`config.mk`:
```
export PLATFORM = sky130hd
export DESIGN_NAME = keypad_entry_ctrl
export DESIGN_NICKNAME = d
export VERILOG_FILES = /design/src/rtl/keypad_entry_ctrl.sv
export SDC_FILE = /design/constraint.sdc
export NUM_CORES = 1
export LEC_CHECK = 0
export ABC_CLOCK_PERIOD_IN_PS = 5200
export BUFFER_PORTS_ARGS = -buffer_cell sky130_fd_sc_hd__buf_2
export CORE_ASPECT_RATIO = 1.25
export CORE_MARGIN = 5
export CORE_UTILIZATION = 35
export CTS_CLUSTER_DIAMETER = 150
export DETAILED_ROUTE_END_ITERATION = 12
export PLACE_DENSITY_LB_ADDON = 0.1
export SLEW_MARGIN = 20
export SYNTH_ARGS = -nofsm -noshare
export SYNTH_HDL_FRONTEND = slang
export SYNTH_SLANG_ARGS = --single-unit
```
`constraint.sdc`:
```
create_clock -name sys_clk -period 5.2 [get_ports sys_clk]
set_input_delay 1.3 -clock sys_clk [delete_from_list [all_inputs] [get_ports sys_clk]]
set_output_delay 1.3 -clock sys_clk [all_outputs]
set_load 0.01 [all_outputs]
```
`src/rtl/keypad_entry_ctrl.sv`:
```
// Keypad entry sequencer: debounces scanner codes into presses and builds a multi-digit entry
// handed off over valid/ready. Optional inactivity timeout when KEYPAD_TIMEOUT_EN is defined.
module keypad_entry_ctrl #(
  parameter int DIGITS         = 4,
  parameter int STABLE_CYCLES  = 4000,
  parameter int TIMEOUT_CYCLES = 50_000_000
) (
  input  logic                         sys_clk,
  input  logic                         sys_rst_n,
  input  logic [3:0]                   key_code,
  input  logic                         entry_ready,
  output logic                         entry_valid,
  output logic [4*DIGITS-1:0]          entry_data,
  output logic [$clog2(DIGITS+1)-1:0]  entry_len,
  output logic [4*DIGITS-1:0]          display,
  output logic [$clog2(DIGITS+1)-1:0]  disp_len,
  output logic                         overflow,
  output logic                         timeout
);

  localparam int DW = 4 * DIGITS;
  localparam int LW = $clog2(DIGITS + 1);
  localparam int SW = $clog2(STABLE_CYCLES + 1);

  typedef enum logic       {WAIT_PRESS, WAIT_RELEASE} qual_t;
  typedef enum logic [1:0] {IDLE, ENTRY, SEND}         entry_t;

  logic [3:0]    k_q;
  logic [SW-1:0] stab_cnt;
  logic          stable, is_none, press;
  qual_t         qual_q, qual_d;

  // Counter tracks how many edges k_q has held its current value, saturating at STABLE_CYCLES.
  always_ff @(posedge sys_clk or negedge sys_rst_n) begin
    if (!sys_rst_n) begin
      k_q      <= 4'hF;
      stab_cnt <= '0;
    end else begin
      // NOTE: non-blocking so every register samples the pre-edge value of k_q.
      k_q <= key_code;
      if (key_code != k_q)
        stab_cnt <= '0;
      else if (stab_cnt != SW'(STABLE_CYCLES))
        stab_cnt <= stab_cnt + SW'(1);
    end
  end

  assign stable  = (stab_cnt == SW'(STABLE_CYCLES));
  assign is_none = (k_q == 4'hD) || (k_q == 4'hE) || (k_q == 4'hF);

  always_ff @(posedge sys_clk or negedge sys_rst_n) begin
    if (!sys_rst_n) qual_q <= WAIT_PRESS;
    else            qual_q <= qual_d;
  end

  always_comb begin
    // NOTE: default assignment first so no path leaves the signal unassigned (no latch).
    qual_d = qual_q;
    case (qual_q)
      WAIT_PRESS:   if (stable && !is_none) qual_d = WAIT_RELEASE;
      WAIT_RELEASE: if (stable && is_none)  qual_d = WAIT_PRESS;
      default:      qual_d = WAIT_PRESS;
    endcase
  end

  always_comb begin
    press = (qual_q == WAIT_PRESS) && stable && !is_none;
  end

  logic       is_digit, is_clear, is_enter;
  logic [3:0] digit;

  always_comb begin
    is_digit = (k_q >= 4'h1 && k_q <= 4'h9) || (k_q == 4'hB);
    digit    = (k_q == 4'hB) ? 4'h0 : k_q;
    is_clear = (k_q == 4'hA);
    is_enter = (k_q == 4'hC);
  end

  entry_t        state_q, state_d;
  logic [DW-1:0] buf_q, buf_d, edata_d;
  logic [LW-1:0] len_q, len_d, elen_d;
  logic          valid_d, ovf_d, to_d, timeout_hit;

`ifdef KEYPAD_TIMEOUT_EN
  localparam int TW = $clog2(TIMEOUT_CYCLES);
  logic [TW-1:0] idle_cnt;

  // Held at zero outside ENTRY, so it restarts on every entry into ENTRY.
  always_ff @(posedge sys_clk or negedge sys_rst_n) begin
    if (!sys_rst_n)                    idle_cnt <= '0;
    else if (state_q != ENTRY || press) idle_cnt <= '0;
    else                               idle_cnt <= idle_cnt + TW'(1);
  end

  assign timeout_hit = (state_q == ENTRY) && !press && (idle_cnt == TW'(TIMEOUT_CYCLES - 1));
`else
  assign timeout_hit = 1'b0;
`endif

  always_ff @(posedge sys_clk or negedge sys_rst_n) begin
    if (!sys_rst_n) state_q <= IDLE;
    else            state_q <= state_d;
  end

  always_comb begin
    state_d = state_q;
    case (state_q)
      IDLE:  if (press && is_digit) state_d = ENTRY;
      ENTRY: begin
        if (press && is_clear)      state_d = IDLE;
        else if (press && is_enter) state_d = SEND;
        else if (timeout_hit)       state_d = IDLE;
      end
      SEND:    if (entry_valid && entry_ready) state_d = IDLE;
      default: state_d = IDLE;
    endcase
  end

  always_comb begin
    buf_d   = buf_q;
    len_d   = len_q;
    edata_d = entry_data;
    elen_d  = entry_len;
    valid_d = entry_valid;
    ovf_d   = 1'b0;
    to_d    = 1'b0;
    case (state_q)
      IDLE: if (press && is_digit) begin
        buf_d = DW'(digit);
        len_d = LW'(1);
      end
      ENTRY: begin
        if (press && is_digit) begin
          if (len_q < LW'(DIGITS)) begin
            buf_d = (buf_q << 4) | DW'(digit);
            len_d = len_q + LW'(1);
          end else begin
            ovf_d = 1'b1;
          end
        end else if (press && is_clear) begin
          buf_d = '0;
          len_d = '0;
        end else if (press && is_enter) begin
          edata_d = buf_q;
          elen_d  = len_q;
          valid_d = 1'b1;
        end else if (timeout_hit) begin
          buf_d = '0;
          len_d = '0;
          to_d  = 1'b1;
        end
      end
      SEND: if (entry_valid && entry_ready) begin
        valid_d = 1'b0;
        buf_d   = '0;
        len_d   = '0;
      end
      default: ;
    endcase
  end

  always_ff @(posedge sys_clk or negedge sys_rst_n) begin
    if (!sys_rst_n) begin
      buf_q       <= '0;
      len_q       <= '0;
      entry_data  <= '0;
      entry_len   <= '0;
      entry_valid <= 1'b0;
      overflow    <= 1'b0;
      timeout     <= 1'b0;
    end else begin
      buf_q       <= buf_d;
      len_q       <= len_d;
      entry_data  <= edata_d;
      entry_len   <= elen_d;
      entry_valid <= valid_d;
      overflow    <= ovf_d;
      timeout     <= to_d;
    end
  end

  assign display  = buf_q;
  assign disp_len = len_q;

endmodule

```
## Word level (Yosys, flattened, before mapping)

Cells that the tools add are included.
Widths: inputs -> output; s select.

- Add/sub/neg operators: 2
- Order comparisons: 3
- Equality and inequality tests: 19
- Mux-type cells: 31
- Bitwise operators: 4
- Reduce and logical (&&, ||, !) cells: 21

Operators by type and width:

| kind | count |
|---|---|
| $mux 16 | 5 |
| $pmux 16 s3 | 1 |
| $eq 4x4->1 const B | 6 |
| $mux 12 | 2 |
| $or 16x4->16 | 1 |
| $mux 3 | 5 |
| $add 12x1->12 const B | 1 |
| $eq 12x12->1 const B | 1 |
| $ne 12x12->1 const B | 1 |
| $ne 2x2->1 const B | 5 |
| $reduce_and 5->1 | 2 |
| $logic_and 1x1->1 | 9 |
| $mux 1 | 9 |
| $ne 3x3->1 const B | 3 |
| $pmux 3 s3 | 1 |
| $mux 2 | 4 |
| $pmux 2 s3 | 1 |
| $ge 4x1->1 const B | 1 |
| $le 4x4->1 const B | 1 |
| $mux 4 | 1 |
| $ne 4x4->1 | 1 |
| $pmux 1 s2 | 2 |
| $reduce_and 4->1 | 1 |
| $reduce_bool 2->1 | 2 |
| 10 further kinds | 14 |

- Register bits: 59
- Output and inout bits: 41

## Longest topological paths before layout

- Word-level depth: 10
- Depth in mapped cells: 9
- Depth with buffers taken out: 7

## Worst setup path after synthesis

No wires, ideal clock.

- Kind: flip-flop to flip-flop
- Start: reg stab_cnt[0]
- End: reg entry_data[0]
- Setup time: 0.125 ns
- Data arrival time: 2.269 ns
- Required time: 5.075 ns
- Slack: 2.806 ns
- Cell stages (with the launch flop): 10
- Path buffers: 2
- Period minus slack after synthesis: 2.394 ns
- Path through: dfrtp_1 -> inv_1 -> ha_1 -> nand4bb_4 -> or4_4 -> buf_6 -> nor4_4 -> nand2_4 -> buf_6 -> mux2_4

- Cells in the longest elaborated chain, start to end: 6
- Elaborated cells between the ends (all ways): 9
- Those cells by class: eq/ne (1); bitwise (2); reduce/logical (6)

RTL lines:

| element | line | text |
|---|---|---|
| start, declared | 29 | `logic [SW-1:0] stab_cnt;` |
| start signal, assigned | 44 | `stab_cnt <= stab_cnt + SW'(1);` |
| $eq 12x12->1 * | 48 | `assign stable = (stab_cnt == SW'(STABLE_CYCLES));` |
| $logic_and 1x1->1 * (2 in a row) | 67 | `press = (qual_q == WAIT_PRESS) && stable && !is_none;` |
| $logic_and 1x1->1 (on tied branches) | 141, 134 |  |
| $not 1->1 (no line) | - |  |
| $reduce_and 4->1 (no line) * | - |  |
| end signal, assigned | 175 | `entry_data <= edata_d;` |
| end, declared | 13 | `output logic [4*DIGITS-1:0] entry_data,` |

Every way passes the cells marked *; elsewhere a longest branch is shown, timed or not.
A chain may end at the register's enable or synchronous reset.

## Worst setup path after layout

- Start: reg stab_cnt[0]
- End: reg len_q[0] (netlist: disp_len[0])

- Cells in the longest elaborated chain, start to end: 6
- Elaborated cells between the ends (all ways): 11
- Those cells by class: eq/ne (4); mux (2); reduce/logical (5)

RTL lines:

| element | line | text |
|---|---|---|
| $eq 12x12->1 * | 48 |  |
| $logic_and 1x1->1 * (2 in a row) | 67 |  |
| $logic_and 1x1->1 (on tied branches) | 129, 134, 141 |  |
| $ne 3x3->1 (no line), or another cell as far along | - |  |
| $reduce_and 5->1 (no line) / $pmux 3 s3 (equally long branches) | - |  |
| end signal, assigned | 174 | `len_q <= len_d;` |
| end, declared | 82 | `logic [LW-1:0] len_q, len_d, elen_d;` |

Marks and branches as above.

==> results.md <==
- Status: finished, final reports clean
- Pre-CTS setup slack: 2600 ps
- Final slew viol count: 0
- Hold crit path type: register to register
- Antenna violations before repair: 0
- CTS Root Cell: clkbuf_8
- Vias: 1912
- Nets: 292
- Warnings, synthesis: 0
- Fin crit share: 0.493
- EDFF count, synth: 0
- Post-Layout Cell Count: 378
- Flop-to-flop setup slack: 2640 ps
- CTS max path bufs: 2
- Vias in the first global route: 1979
- Syn_nets: 243
- GRT Total Usage: 0.126
- Postcts setup bufs: 0
- Count of cell types in the netlist: 47
- Critical R2R Capture: disp_len[0]
- Power share of the combinational group: 0.029
- Die Height: 110 microns
- F_max: 390 MHz
- Post-CTS Resized: 0
- Worst R2R Path Depth: 7
- Synth Flop Type: dfrtp_1
- Rel. slew slack: 0.491
- Min Clock Period, post-route: 2560 ps
- Worst Setup End Kind: register
- Asr flop ratio synth: 1.00
- Synth Area per Inst: 12.1 sq um
- Min Hold Slack: 501 ps
- Synth Cell Area: 2780 sq um
- CP Data Required Time: 5430 ps
- Post-synthesis sequential area ratio: 0.533
- CTS H-tree depth: 3
- Internal power: 670 uW
- Worst Max-Slew Pin Slew: 764 ps
- Seq pwr share: 0.528
- Worst path max stage delay: 610 ps
- # IOs: 48
- Diodes inserted: 0
- Placed cell area: 3080 sq um
- First-pass detailed-route iteration total: 4
- Synth-to-Final Area Change: 17.6%
- Rows: 36
- Leakage: 0.00165 uW
- Initial Util: 0.357
- Clock Latency Late Sink: 330 ps
- CTS tree: built
- Drc violations: 0
- Max IR drop VDD: 0.127 mV
- Synth top area share: 0.495
- Clock share of power: 0.442
- Sequential Area: 1480 sq um
- WL final: 5.84 mm
- Final setup margin: 2640 ps
- Buffers on Ports: 46
- Detailed-route vias per instance: 5.06
- Wirelength per Cell: 15.4 microns
- Hold Crit Depth: 1
- Max-Cap Viols: 0
- Skew final: 8.96 ps
- Hold-fix buffer count after cts: 0
- Synth top cells by count: dfrtp_1 (55), a22o_1 (15), nor2_1 (15), nand2_1 (12)
- Area leader, netlist: dfrtp_1
- Hold Path Sink: entry_data[13]
- Crit Path Max Fanout: 18
- Synth top area cells: dfrtp_1 (50%), mux2_4 (5.4%), a22o_1 (4.7%), dfstp_2 (3.8%), mux2_2 (3.6%)
- Fillers: 761
- Grt ovf: 0
- Hold Path Origin: entry_data[13]
- Launching point of the worst reg2reg path: stab_cnt[0]
- Most numerous cell in the Yosys netlist: dfrtp_1
- CTS Sinks: 59
- Final Setup Violations: 0
- Crit-path cells: inv_1, ha_1, nand4bb_4, or4_1, o21ai_2, nand3_2, a22o_1
- Pin count of the biggest net entering global routing: 60
- Num CTS Buffers: 9
- Multi-input logic area: 1200 sq um
- First-pass GRT wire length: 9.98 mm
- Detailed Place HPWL: 4.12 mm
- CTS clk-pin slew, worst paths: 70 ps
- Final instance area: 3270 sq um
- DRT iter0 DRCs: 37
- Final hold vios: 0
- ANT nets after route: 0
- Total core area: 7790 sq um
- TNS Setup: 0 ps
- Die width: 89.7 microns
- Full die area: 9830 sq um
- Share of cells above drive strength 1: 0.339
- Net Switching: 214 uW
- Switching Share: 0.242
- RD Place Congestion: 0.815
- Placed cell count: 362
- Nature of the critical path startpoint: register
- Worst Path Arrival: 2790 ps
- Slowest CP cell: or4_1
- Syn Inst Count: 229
- Seq cells post-synth: 59
- Crit path kind: register to register
- PwrDens: 271 nW/um^2
- Unrepaired setup endpoints after global routing: no
## routing by layer
layer	vias to the layer above	global-route usage	share of wire
li1	916	-	-
met1	942	0.148	0.44
met2	40	0.212	0.49
met3	14	0.0335	0.047
met4	0	0.0670	0.027
met5	-	0	0
## critical path, delay by kind of cell (launching register included)
kind | cells | cell delay, ps
AND/OR/NAND/NOR | 3 | 1110
flip-flops | 1 | 430
AO/OA/AOI/OAI | 2 | 650
adder cells (fa/ha/maj) | 1 | 190
buffers and inverters | 1 | 80
## power groups by stage
stage / sequential, uW / combinational [uW] / clock [uW]
3_3_place_gp: 476 / 27.2 / 0
6_report: 467 / 26.0 / 391
2_1_floorplan: 472 / 15.4 / 0
5_1_grt: 468 / 30.6 / 424
3_5_place_dp: 476 / 27.1 / 0
4_1_cts: 467 / 27.2 / 410
## worst max-delay path by stage
stage / startpoint / endpoint / cells past startpoint
final: stab_cnt[0] / disp_len[0] / 7
after global routing: stab_cnt[0] / disp_len[0] / 7
after CTS: stab_cnt[0] / disp_len[0] / 7
after detailed placement: entry_ready / display[7] / 5
after global placement: entry_ready / display[15] / 5
after floorplan: stab_cnt[0] / entry_data[0] / 9
## cell families (layout without fill, tap and decap cells)
kind of cell	Yosys count	after routing	synth area share
fa+ha+maj	7	7	0.0315
xor+xnor	14	14	0.0441
simple gates	64	64	0.139
flops	59	59	0.533
buf+inv	19	73	0.0333
compound gates	44	44	0.120
mux	21	21	0.0977
other cells	1	1	0.00135
## area by class of cell
class,instances,area share
Clock buffer,11,0.0463
Clock inverter,5,0.0111
Inverter,10,0.0115
Multi-Input combinational cell,151,0.369
Sequential cell,59,0.453
Tap cell,95,0.0364
Timing Repair Buffer,47,0.0727
## per-stage QoR
stage                     utilization  total power, uW
after floorplan                     -              488
after global placement          0.395              503
after detailed placement        0.395              503
after CTS                       0.419              904
after global routing            0.419              923
final                           0.419              885
## cells in the final DEF (no fill, tap or decap), types with 7 or more instances in the layout
| cell type | n |
|---|---|
| dfrtp_1 | 55 |
| nand2_1 | 12 |
| mux2_4 | 10 |
| nand3_1 | 9 |
| ha_1 | 7 |
| mux2_2 | 9 |
| clkbuf_8 | 11 |
| nor2_1 | 15 |
| xnor2_1 | 8 |
| inv_1 | 10 |
| a22o_1 | 15 |
| buf_2 | 46 |
## sequential cells by signal, indices dropped and copies added, names as in the netlist, 2 cells and up, named ones only
name,count
entry_len,3
stab_cnt,12
state_q,2
disp_len,3
display,16
entry_data,16
k_q,4
Power figures use the tool's default switching activity.
